**src/rtl/clock_ctrl_if.sv**
```systemverilog
// Key inputs and counter/display outputs of the time-counter sequencer.
// slave: the sequencer side; master: the board/display side.
interface clock_ctrl_if;
   logic       key_mode;
   logic       key_inc;
   logic       cnt_clk;
   logic       stop;
   logic       adjust_h;
   logic       adjust_m;
   logic       adjust_s;
   logic [1:0] field_sel;
   logic       blink;

   modport master (
      output key_mode, key_inc,
      input  cnt_clk, stop, adjust_h, adjust_m, adjust_s,
      input  field_sel, blink
   );

   modport slave (
      input  key_mode, key_inc,
      output cnt_clk, stop, adjust_h, adjust_m, adjust_s,
      output field_sel, blink
   );
endinterface

```
**src/rtl/clock_ctrl.sv**
```systemverilog
// Sequencer for a 24 h time counter: 1 Hz tick, key debounce, set-mode FSM.
// Ports: clk, rst (sync, active-high), bus (clock_ctrl_if.slave: keys in,
// cnt_clk/stop/adjust_*/field_sel/blink out).
module clock_ctrl #(
   parameter int CLK_HZ        = 50000000,
   parameter int DB_CYCLES     = 500000,
   parameter int HOLD_CYCLES   = 25000000,
   parameter int REPEAT_CYCLES = 5000000
) (
   input  logic        clk,
   input  logic        rst,
   clock_ctrl_if.slave bus
);
   localparam int PW   = $clog2(CLK_HZ + 1);
   localparam int DW   = $clog2(DB_CYCLES + 1);
   localparam int RMAX = (HOLD_CYCLES > REPEAT_CYCLES) ?
                         HOLD_CYCLES : REPEAT_CYCLES;
   localparam int RW   = $clog2(RMAX + 1);
   localparam int HALF = (CLK_HZ / 2 > 0) ? CLK_HZ / 2 : 1;
   localparam int BW   = $clog2(HALF + 1);

   localparam logic [PW-1:0] PRE_MAX = PW'(CLK_HZ - 1);
   localparam logic [DW-1:0] DB_MAX  = DW'(DB_CYCLES - 1);
   localparam logic [RW-1:0] HOLD_L  = RW'(HOLD_CYCLES);
   localparam logic [RW-1:0] REP_L   = RW'(REPEAT_CYCLES);
   localparam logic [BW-1:0] BL_MAX  = BW'(HALF - 1);

   typedef enum logic [1:0] {
      RUN   = 2'd0,
      SET_H = 2'd1,
      SET_M = 2'd2,
      SET_S = 2'd3
   } state_t;

   // index 0 = mode key, index 1 = inc key
   logic [1:0]         key_raw;
   logic [1:0]         sync1_q, sync2_q;
   logic [1:0]         db_q, db_dly_q;
   logic [1:0][DW-1:0] dbc_q;
   logic               mode_p, inc_p;

   state_t             state_q, state_d;
   logic [PW-1:0]      pre_q;
   logic [RW-1:0]      rep_q;
   logic               rep_on_q, rep_first_q;
   logic [BW-1:0]      bl_q;
   logic               run, wrap, rep_fire, inc_ev;

   logic               cnt_clk_q, stop_q, blink_q;
   logic               adj_h_q, adj_m_q, adj_s_q;
   logic [1:0]         fsel_q;

   assign key_raw = {bus.key_inc, bus.key_mode};

   // Debounce: level follows the synchronized key only after it has
   // disagreed for DB_CYCLES consecutive cycles.
   always_ff @(posedge clk) begin
      if (rst) begin
         sync1_q  <= '0;
         sync2_q  <= '0;
         db_q     <= '0;
         db_dly_q <= '0;
         dbc_q    <= '0;
      end else begin
         sync1_q  <= key_raw;
         sync2_q  <= sync1_q;
         db_dly_q <= db_q;
         for (int k = 0; k < 2; k++) begin
            if (sync2_q[k] == db_q[k]) begin
               dbc_q[k] <= '0;
            end else if (dbc_q[k] == DB_MAX) begin
               db_q[k]  <= sync2_q[k];
               dbc_q[k] <= '0;
            end else begin
               dbc_q[k] <= dbc_q[k] + 1'b1;
            end
         end
      end
   end

   assign mode_p = db_q[0] & ~db_dly_q[0];
   assign inc_p  = db_q[1] & ~db_dly_q[1];

   assign run      = (state_q == RUN);
   assign wrap     = (pre_q == PRE_MAX);
   assign rep_fire = rep_on_q && db_q[1] &&
                     (rep_q == (rep_first_q ? HOLD_L : REP_L));
   // A mode press in the same cycle swallows any inc activity.
   assign inc_ev   = !run && !mode_p && (inc_p || rep_fire);

   always_comb begin
      state_d = state_q;
      if (mode_p) state_d = state_t'(state_q + 2'd1);
   end

   always_ff @(posedge clk) begin
      if (rst) begin
         state_q     <= RUN;
         pre_q       <= '0;
         rep_q       <= '0;
         rep_on_q    <= 1'b0;
         rep_first_q <= 1'b0;
         bl_q        <= '0;
         cnt_clk_q   <= 1'b0;
         stop_q      <= 1'b0;
         adj_h_q     <= 1'b0;
         adj_m_q     <= 1'b0;
         adj_s_q     <= 1'b0;
         fsel_q      <= 2'd0;
         blink_q     <= 1'b1;
      end else begin
         state_q <= state_d;
         stop_q  <= (state_d != RUN);
         adj_h_q <= (state_d == SET_H);
         adj_m_q <= (state_d == SET_M);
         adj_s_q <= (state_d == SET_S);
         fsel_q  <= state_d;

         cnt_clk_q <= !mode_p && (run ? wrap : (inc_p || rep_fire));

         // Restart on return to RUN so the first second is whole.
         if ((mode_p && state_q == SET_S) || wrap) pre_q <= '0;
         else                                      pre_q <= pre_q + 1'b1;

         if (mode_p || run || !db_q[1]) begin
            rep_on_q <= 1'b0;
            rep_q    <= '0;
         end else if (inc_p) begin
            rep_on_q    <= 1'b1;
            rep_first_q <= 1'b1;
            rep_q       <= RW'(1);
         end else if (rep_fire) begin
            rep_first_q <= 1'b0;
            rep_q       <= RW'(1);
         end else if (rep_on_q) begin
            rep_q <= rep_q + 1'b1;
         end

         // Keep the field lit while it is being adjusted.
         if (state_d == RUN || mode_p || inc_ev) begin
            blink_q <= 1'b1;
            bl_q    <= '0;
         end else if (bl_q == BL_MAX) begin
            blink_q <= ~blink_q;
            bl_q    <= '0;
         end else begin
            bl_q <= bl_q + 1'b1;
         end
      end
   end

   assign bus.cnt_clk   = cnt_clk_q;
   assign bus.stop      = stop_q;
   assign bus.adjust_h  = adj_h_q;
   assign bus.adjust_m  = adj_m_q;
   assign bus.adjust_s  = adj_s_q;
   assign bus.field_sel = fsel_q;
   assign bus.blink     = blink_q;
endmodule

```
**src/flat_wrapper.sv**
```systemverilog
// flat-port wrapper written by rule: the top's interface ports become plain ports
module clock_ctrl_flat 
#(
   parameter int CLK_HZ        = 50000000,
   parameter int DB_CYCLES     = 500000,
   parameter int HOLD_CYCLES   = 25000000,
   parameter int REPEAT_CYCLES = 5000000
)
  (clk, rst, bus_key_mode, bus_key_inc, bus_cnt_clk, bus_stop, bus_adjust_h, bus_adjust_m, bus_adjust_s, bus_field_sel, bus_blink);
  clock_ctrl_if bus_i ();
  input  logic clk;
  input  logic rst;
  input wire logic [$bits(bus_i.key_mode)-1:0] bus_key_mode;
  input wire logic [$bits(bus_i.key_inc)-1:0] bus_key_inc;
  output wire logic [$bits(bus_i.cnt_clk)-1:0] bus_cnt_clk;
  output wire logic [$bits(bus_i.stop)-1:0] bus_stop;
  output wire logic [$bits(bus_i.adjust_h)-1:0] bus_adjust_h;
  output wire logic [$bits(bus_i.adjust_m)-1:0] bus_adjust_m;
  output wire logic [$bits(bus_i.adjust_s)-1:0] bus_adjust_s;
  output wire logic [$bits(bus_i.field_sel)-1:0] bus_field_sel;
  output wire logic [$bits(bus_i.blink)-1:0] bus_blink;
  assign bus_i.key_mode = bus_key_mode;
  assign bus_i.key_inc = bus_key_inc;
  assign bus_cnt_clk = bus_i.cnt_clk;
  assign bus_stop = bus_i.stop;
  assign bus_adjust_h = bus_i.adjust_h;
  assign bus_adjust_m = bus_i.adjust_m;
  assign bus_adjust_s = bus_i.adjust_s;
  assign bus_field_sel = bus_i.field_sel;
  assign bus_blink = bus_i.blink;
  clock_ctrl #(.CLK_HZ(CLK_HZ), .DB_CYCLES(DB_CYCLES), .HOLD_CYCLES(HOLD_CYCLES), .REPEAT_CYCLES(REPEAT_CYCLES)) u_core (.clk(clk), .rst(rst), .bus(bus_i));
endmodule
```
**config.mk**
```make
export PLATFORM = sky130hd
export DESIGN_NAME = clock_ctrl_flat
export DESIGN_NICKNAME = d
export VERILOG_FILES = /design/src/rtl/clock_ctrl_if.sv /design/src/rtl/clock_ctrl.sv /design/src/flat_wrapper.sv
export SDC_FILE = /design/constraint.sdc
export NUM_CORES = 1
export LEC_CHECK = 0
export ABC_AREA = 1
export BUFFER_PORTS_ARGS = -buffer_cell sky130_fd_sc_hd__buf_2
export CAP_MARGIN = 10
export CORE_AREA = 3 3 135 137
export DETAILED_ROUTE_END_ITERATION = 6
export DIE_AREA = 0 0 138 140
export MAX_ROUTING_LAYER = met4
export SLEW_MARGIN = 25
export SYNTH_ARGS = -nofsm -noshare
export SYNTH_HDL_FRONTEND = slang
export SYNTH_SLANG_ARGS = --single-unit
```
**constraint.sdc**
```tcl
create_clock -name clk -period 3.2 [get_ports clk]
set_clock_uncertainty 0.05 [all_clocks]
set_input_delay 0.16 -clock clk [delete_from_list [all_inputs] [get_ports clk]]
set_output_delay 0.16 -clock clk [all_outputs]
set_load 0.01 [all_outputs]
```
-- Yosys cells after proc, flatten, opt, wreduce, memory -nomap -nowiden
Index checks and enable logic that the tools add are counted.
- flip-flop bits (word level): 132
- bits of input ports: 4
- output and inout port bits: 8
- word-level logic and storage cells: 83
- $add $sub $neg: 6
- equality and inequality tests: 11
- mux-type cells: 8
- bitwise gates (word level): 8
- reductions and logical operators: 30
- operator list (cell ; count):
    $add 25x1->25 const B ; 2
    $add 19x1->19 const B ; 2
    $eq 19x19->1 const B ; 2
    $add 26x1->26 const B ; 1
    $eq 26x26->1 const B ; 1
    $eq 25x25->1 ; 1
    $eq 25x25->1 const B ; 1
    $mux 25 ; 1
    $reduce_or 3->1 ; 3
    $eq 2x2->1 const B ; 3
    $logic_and 1x1->1 ; 6
    $logic_or 1x1->1 ; 6
    $mux 1 ; 6
    $not 1->1 ; 6
    $reduce_and 2->1 ; 3
    $reduce_or 2->1 ; 3
    $logic_not 2->1 ; 2
    $reduce_bool 2->1 ; 2
    $reduce_or 4->1 ; 1
    $logic_not 1->1 ; 3
    $reduce_bool 3->1 ; 1
    $add 2x1->2 const B ; 1
    $and 1x1->1 ; 2
    $eq 1x1->1 ; 2
    other kinds (2) ; 2

-- Depth between registers and ports, before layout
Gate-level depths: netlist of the first run.
- depth in word-level cells: 7
- gate-level depth with buffers: 12
- mapped depth without buffers: 11

-- Worst setup path after synthesis of the first run
OpenSTA, ideal clock, no wires.
- kind: register to register
- from: reg u_core.bl_q[0]
- to: reg u_core.bl_q[12]
- setup time: 0.117 ns
- arrival time: 1.385 ns
- data required time: 3.033 ns
- setup slack: 1.648 ns
- cell stages (with the launch flop): 10
- path buffers: 1
- clock period less this slack: 1.552 ns
- path through: dfxtp_1 -> ha_1 -> nand2_1 -> nor2_4 -> nand2_1 -> nor2_1 -> a21oi_1 -> nand3_4 -> buf_12 -> nor2_2
- longest elaborated chain between the ends: 2
- elaborated cells between the ends (all ways): 3
- those cells by class: add/sub (1); eq/ne (1); reduce/logical (1)
- RTL lines (item ; line ; text):
    start, declared ; clock_ctrl.sv:46 ; logic [BW-1:0] bl_q;
    start signal, assigned ; clock_ctrl.sv:147 ; bl_q <= bl_q + 1'b1;
    branches (longest 2 deep; another with $add 25x1->25) ; -- ;
Parallel ways; which one is timed is not known.
A chain may end at the register's enable or synchronous reset.

-- Worst setup path after layout of the first run
- from: reg u_core.rep_on_q
- to: reg u_core.bl_q[4]
- longest elaborated chain between the ends: 6
- RTL lines (item ; line ; text):
    start, declared ; clock_ctrl.sv:45 ; logic rep_on_q, rep_first_q;
    start signal, assigned ; clock_ctrl.sv:101 ; rep_on_q <= 1'b0;
    start signal, assigned ; clock_ctrl.sv:126 ; rep_on_q <= 1'b0;
    start signal, assigned ; clock_ctrl.sv:129 ; rep_on_q <= 1'b1;
    $logic_and 1x1->1 (2 in a row) ; clock_ctrl.sv:86 ; assign rep_fire = rep_on_q && db_q[1] &&
    $logic_or 1x1->1 ; clock_ctrl.sv:89 ; assign inc_ev = !run && !mode_p && (inc_p || rep_fire);
    $logic_and 1x1->1 ; clock_ctrl.sv:89 ;
    $logic_or 1x1->1 ; clock_ctrl.sv:140 ; if (state_d == RUN || mode_p || inc_ev) begin
    $reduce_or 3->1 (no source line) ; -- ;
No other way between the ends.

==> flow_summary_export.csv, run 1 <==
group,metric,value,unit
clock_network,path_clk_slew,0.06,ns
timing,slew_headroom,0.576,
worst_setup_path,cpLargestDelayFamily,"simple AND/OR/NAND/NOR gates",
final_layout,insertedDiodeCount,0,
routing,dr.pass1.iters,4,
clock_network,cts_setup_buffers,0,
yosys,ys_warn_count,0,
place,gp_congestion,0.903,
timing,drv_slew,0,
timing,period_needed,1.96,ns
final_layout,drive_above_1_share,0.137,
timing,worstMarginPinSlew,0.634,ns
floorplanning,start_util,0.386,
routing,route.detailed.drc,0,
yosys,yosysSeqAreaShare,0.399,
final_layout,n_fill_cell,1804,
clock_network,clock_sinks,132,
timing,period_share,0.612,
worst_setup_path,crit_top_cell,"nand2_2",
global_route,grt_pass1_wl,22.5,mm
floorplanning,io_pins,12,
worst_setup_path,crit_buf_inv,1,
hold_path,hp-class,"reg -> reg",
routing,ant_nets,0,
worst_setup_path,setup.worst_path.end_class,"register",
worst_setup_path,cp-start-kind,"register",
yosys,yosys_most_used_dff,"dfxtp_1",
outcome,status,"complete, no violations",
worst_setup_path,path_max_fanout,25,
final_layout,syn_to_final_growth,13.7,%
timing,final_hold_viol_count,0,
yosys,ys_async_sr_fraction,0,
floorplanning,die_w,138,um
yosys,ys_seq_elements,132,
clock_network,cts_tree,"built",
global_route,antenna_found_initial,0,
worst_setup_path,path_cells,"inv_1 > nor2_2 > nand3b_1 > nor2_2 > nand2_2 > nand2_2 > nand2_2 > nand3_4 > nor2_1",
clock_network,htree_levels,4,
timing,clock.fmax,0.511,GHz
worst_setup_path,slowest_delay,0.54,ns
pwr,p_per_area,494,nW/um2
yosys,avgSynthCellArea,7.28,um2
global_route,grt_max_degree,26,
timing,setup_violations,0,
worst_setup_path,critPathArrivalTime,2.20,ns
routing,wl_per_cell,10.9,um
place,dp_hpwl,9.21,mm
final_layout,nets,947,
flow_run,cap_violations,0,
yosys,syn_area,6620,um2
pwr,vdd_drop_max,0.000349,V
routing,viasPerCell,4.60,
routing,drt_iter0_markers,271,
floorplanning,die_area,19300,um2
global_route,globalRouteTotalUtil,0.142,
timing,tns,0,ns
final_layout,multi_input_area,3450,um2
floorplanning,rows,48,
routing,wirelength,12.7,mm
final_layout,fin_cells,1173,
pwr,p_total,0.00372,W
global_route,overflow,0,
floorplanning,core,17200,um2
worst_setup_path,cp_slowest_cell,"dfxtp_1",
place,io_buffers,11,
yosys,synth-edff-count,0,
pwr,p_leak,2.60,nW
final_layout,seq_area,2640,um2
place,dp.cells,1137,
yosys,yosysUniqueCellTypes,38,
clock_network,cts-resized-gates,0,
global_route,grt_pass1_vias,4983,
yosys,synthCells,910,
worst_setup_path,crit_required,3.44,ns
clock_network,clk_latency,0.42,ns
clock_network,cts-root-buf,"clkbuf_16",
worst_setup_path,reg2reg_slack,1.24,ns
clock_network,clock_path_buffers,2,
floorplanning,dieHeight,140,um
timing,rsz0062_at_grt,"no",
routing,num_vias,5391,
yosys,synthesis.nets,922,
clock_network,cts_buffers,17,
worst_setup_path,crit_type,"reg -> reg",
## cells by family (layout without fill, tap and decap cells)
| family | Yosys count | count (layout) | share of synthesized area |
|---|---|---|---|
| and+or+nand+nor | 537 | 537 | 0.389 |
| DFF | 132 | 132 | 0.399 |
| buffers and inverters | 129 | 167 | 0.0808 |
| xor gates and xnor gates | 62 | 62 | 0.0820 |
| AOI/OAI and AO/OA | 42 | 42 | 0.0346 |
| adders and majority gates | 8 | 8 | 0.0151 |
## worst paths after layout
path / from / to / cells past startpoint
min reg2reg: u_core.sync1_q[1]$_SDFF_PP0_ / u_core.sync2_q[1]$_SDFF_PP0_ / 2
min: u_core.sync1_q[1]$_SDFF_PP0_ / u_core.sync2_q[1]$_SDFF_PP0_ / 2
max: u_core.rep_on_q$_SDFFE_PP0P_ / u_core.bl_q[4]$_SDFF_PP0_ / 9
max reg2reg: u_core.rep_on_q$_SDFFE_PP0P_ / u_core.bl_q[4]$_SDFF_PP0_ / 9
## worst reg2reg max path: stages (launching register included)
cell and delay, ns:
dfxtp_1 0.54, inv_1 0.21, nor2_2 0.16, nand3b_1 0.10, nor2_2 0.13, nand2_2 0.07, nand2_2 0.07, nand2_2 0.09
nand3_4 0.32, nor2_1 0.10
## synth_stat cells, drive strengths merged, types with 2 or more instances
master,n,area (um2)
ha,8,100
nand3,55,333
dfxtp,132,2640
xnor2,25,219
buf,9,85.1
o21bai,3,22.5
nor3,46,267
and3,2,12.5
or2,7,43.8
nand3b,4,30.0
nand2,180,716
xor2,37,324
inv,119,447
nand4,19,119
a21oi,26,130
nor3b,7,57.6
o21ai,11,55.1
nor4,9,56.3
nor2,207,933
## through the flow
step	hold slack [ns]	utilization	instance area [um2]	setup WS (ns)
after floorplan	0.194	-	6620	1.65
after global placement	0.339	0.400	6880	1.32
after detailed placement	0.337	0.400	6880	1.26
after CTS	0.357	0.439	7530	1.24
after global routing	0.392	0.439	7530	1.06
final	0.356	0.439	7530	1.24
## layout make-up
class | instances | share of cell area
inverters | 119 | 0.0593
clock inverters | 14 | 0.0233
repair buffers | 16 | 0.0136
multi-input cells | 649 | 0.457
flip-flops and latches | 132 | 0.351
clock buffers | 18 | 0.0583
well taps | 225 | 0.0374
## layer usage
layer / wire length [um] / track usage / vias up
met5: 0 / - / -
met4: 172 / 0.0692 / 0
met3: 402 / 0.0311 / 15
met2: 5640 / 0.213 / 60
met1: 6520 / 0.183 / 2399
li1: - / - / 2917
## sequential cells by signal, indices dropped and copies added (netlist names), 2 cells and up
signal and cells:
u_core.bl_q 25, u_core.sync2_q 2, u_core.db_dly_q 2, u_core.dbc_q 38, u_core.sync1_q 2, u_core.rep_q 25, u_core.pre_q 26, u_core.db_q 2
u_core.state_q 2
## cells in the final DEF, fill, tap and decap left out, types with 5 or more instances in the layout
master,n
xor2_1,37
buf_2,11
nand2_1,166
inv_1,113
nor2_2,35
nor3_1,40
xnor2_1,25
nand4_1,19
inv_2,6
nor2_4,7
or2_2,5
nand2_2,13
a21oi_1,26
nand3_2,9
nor3_2,5
nand3_1,45
nor2_1,164
dfxtp_1,132
clkbuf_16,17
nor3b_1,6
ha_1,8
o21ai_0,9
nor4_1,9
## power breakdown
group | switching, W | internal, W | leakage, nW
clock | 0.000779 | 0.00126 | 0.299
combinational | 0.0000205 | 0.0000120 | 1.24
sequential | 0.00000485 | 0.00165 | 1.06
total | 0.000804 | 0.00292 | 2.60
## repair_timing
item | in CTS | in global routing
setup endpoints to repair | 0 | 0
hold buffers | 4 | 0
hold endpoints to repair | 5 | 0
Power figures use the tool's default switching activity.
==> run 2: changes to the inputs <==
- clock period: 3.2 -> 1.8 ns (I/O delays scaled with it)
==> flow_summary_export.csv, run 2 (synthesis results as in run 1) <==
group,metric,value,unit
flow_run,cap_violations,0,
routing,wl_per_cell,10.9,um
global_route,grt_max_degree,25,
worst_setup_path,cp-start-kind,"register",
floorplanning,io_pins,12,
final_layout,nets,977,
timing,worstMarginPinSlew,0.487,ns
timing,period_share,0.935,
floorplanning,die_area,19300,um2
timing,setup_violations,0,
floorplanning,die_w,138,um
routing,num_vias,5512,
routing,ant_nets,0,
routing,viasPerCell,4.58,
final_layout,layout_common_cells,"166 x nand2_1, 161 x nor2_1, 130 x dfxtp_1",
global_route,grt_pass1_wl,22.8,mm
final_layout,final_common_cell,"nand2_1",
worst_setup_path,crit_buf_inv,2,
pwr,p_per_area,891,nW/um2
place,dp.cells,1156,
global_route,globalRouteTotalUtil,0.143,
worst_setup_path,crit_type,"reg -> reg",
final_layout,insertedDiodeCount,0,
place,dpl_cell_area,7070,um2
clock_network,clk_latency,0.42,ns
final_layout,reg_top3,"u_core.dbc_q: 38 flops, u_core.pre_q: 26 flops",
timing,final_hold_viol_count,0,
timing,drv_slew,0,
routing,wl_met3,256,um
place,io_buffers,11,
routing,wl_met2,5.98,mm
final_layout,regMostFlops,"u_core.dbc_q",
worst_setup_path,slowest_delay,0.36,ns
final_layout,n_fill_cell,1731,
pwr,p_total,0.00710,W
routing,top_layer_used,"met4",
pwr,p_leak,2.84,nW
routing,wirelength,13.1,mm
worst_setup_path,cpLargestDelayFamily,"simple AND/OR/NAND/NOR gates",
global_route,antenna_found_initial,0,
worst_setup_path,critPathArrivalTime,1.94,ns
final_layout,multi_input_area,3480,um2
timing,period_needed,1.68,ns
clock_network,path_clk_slew,0.06,ns
worst_setup_path,setup.worst_path.end_class,"register",
place,place_ws,0.0865,ns
floorplanning,rows,48,
clock_network,cts-root-buf,"clkbuf_16",
routing,route.detailed.drc,0,
clock_network,htree_levels,4,
final_layout,fin_cells,1203,
clock_network,clock_sinks,132,
final_layout,seq_area,2650,um2
clock_network,cts_tree,"built",
floorplanning,core,17200,um2
floorplanning,start_util,0.386,
worst_setup_path,crit_required,2.06,ns
final_layout,drive_above_1_share,0.173,
routing,dr.pass1.iters,4,
floorplanning,dieHeight,140,um
worst_setup_path,path_max_fanout,7,
final_layout,syn_to_final_growth,20.4,%
hold_path,hp-class,"reg -> reg",
routing,drt_iter0_markers,298,
timing,slew_headroom,0.673,
timing,worst_slack,0.116,ns
clock_network,cts_buffers,17,
clock_network,clock_path_buffers,2,
place,dp_hpwl,9.48,mm
global_route,grt_pass1_vias,5079,
pwr,vdd_drop_max,0.000603,V
outcome,status,"complete, no violations",
worst_setup_path,path_cells,"inv_1 > nand2_1 > nor2_1 > nand3b_1 > nor2_2 > nand2_2 > nand2_2 > nand2_4 > nand3_4 > clkbuf_16 > nor2_1",
place,gp_congestion,0.853,
worst_setup_path,cp_slowest_cell,"dfxtp_1",
final_layout,largest_reg_flops,38,
timing,clock.fmax,0.594,GHz
final_layout,design_area,7980,um2
routing,m1WireLength,6.74,mm
global_route,overflow,0,
[run 2: path summary, 6_finish.rpt]
check / startpoint / to / slack, ns / cells past startpoint
hold reg to reg: u_core.sync1_q[0]$_SDFF_PP0_ / u_core.sync2_q[0]$_SDFF_PP0_ / 0.36 / 2
hold / removal: u_core.sync1_q[0]$_SDFF_PP0_ / u_core.sync2_q[0]$_SDFF_PP0_ / 0.36 / 2
setup / recovery: u_core.rep_q[17]$_SDFFE_PP0P_ / u_core.bl_q[2]$_SDFF_PP0_ / 0.12 / 11
setup reg to reg: u_core.rep_q[17]$_SDFFE_PP0P_ / u_core.bl_q[2]$_SDFF_PP0_ / 0.12 / 11
[run 2: tightest hold or removal path, delay by kind of cell, from the launching register on]
| kind | cells | cell delay, ns |
|---|---|---|
| buffers and inverters | 1 | 0.04 |
| and+or+nand+nor | 1 | 0.03 |
| DFF | 1 | 0.29 |
[run 2: final cells by class]
cell class | count | area share
Tap cell | 225 | 0.0353
Timing Repair Buffer | 46 | 0.0521
Inverter | 119 | 0.0560
Clock inverter | 15 | 0.0348
Sequential cell | 132 | 0.332
Multi-Input combinational cell | 649 | 0.437
Clock buffer | 17 | 0.0533
[run 2: through the flow]
step                      hold WS [ns]  TNS, ns   util
after floorplan                  0.124        0      -
after global placement           0.279        0  0.412
after detailed placement         0.276        0  0.412
after CTS                        0.360        0  0.456
after global routing             0.378   -0.166  0.464
final                            0.356        0  0.464
[run 2: repair_timing]
item,4_1_cts,5_1_grt
hold endpoints to repair,7,0
setup endpoints to repair,0,47
setup buffers,0,8
hold buffers,5,0
gates resized for setup,0,14
[run 2: power breakdown]
group	total [W]	internal, W	switching, W
clock network	0.00409	0.00275	0.00134
registers	0.00294	0.00293	0.00000783
logic	0.0000707	0.0000300	0.0000407
total	0.00710	0.00572	0.00139
[run 2: metal layers]
layer | vias to the layer above | GRT usage
met4 | 0 | 0.0603
met3 | 8 | 0.0314
met2 | 48 | 0.212
li1 | 2983 | -
met1 | 2473 | 0.189
met5 | - | -
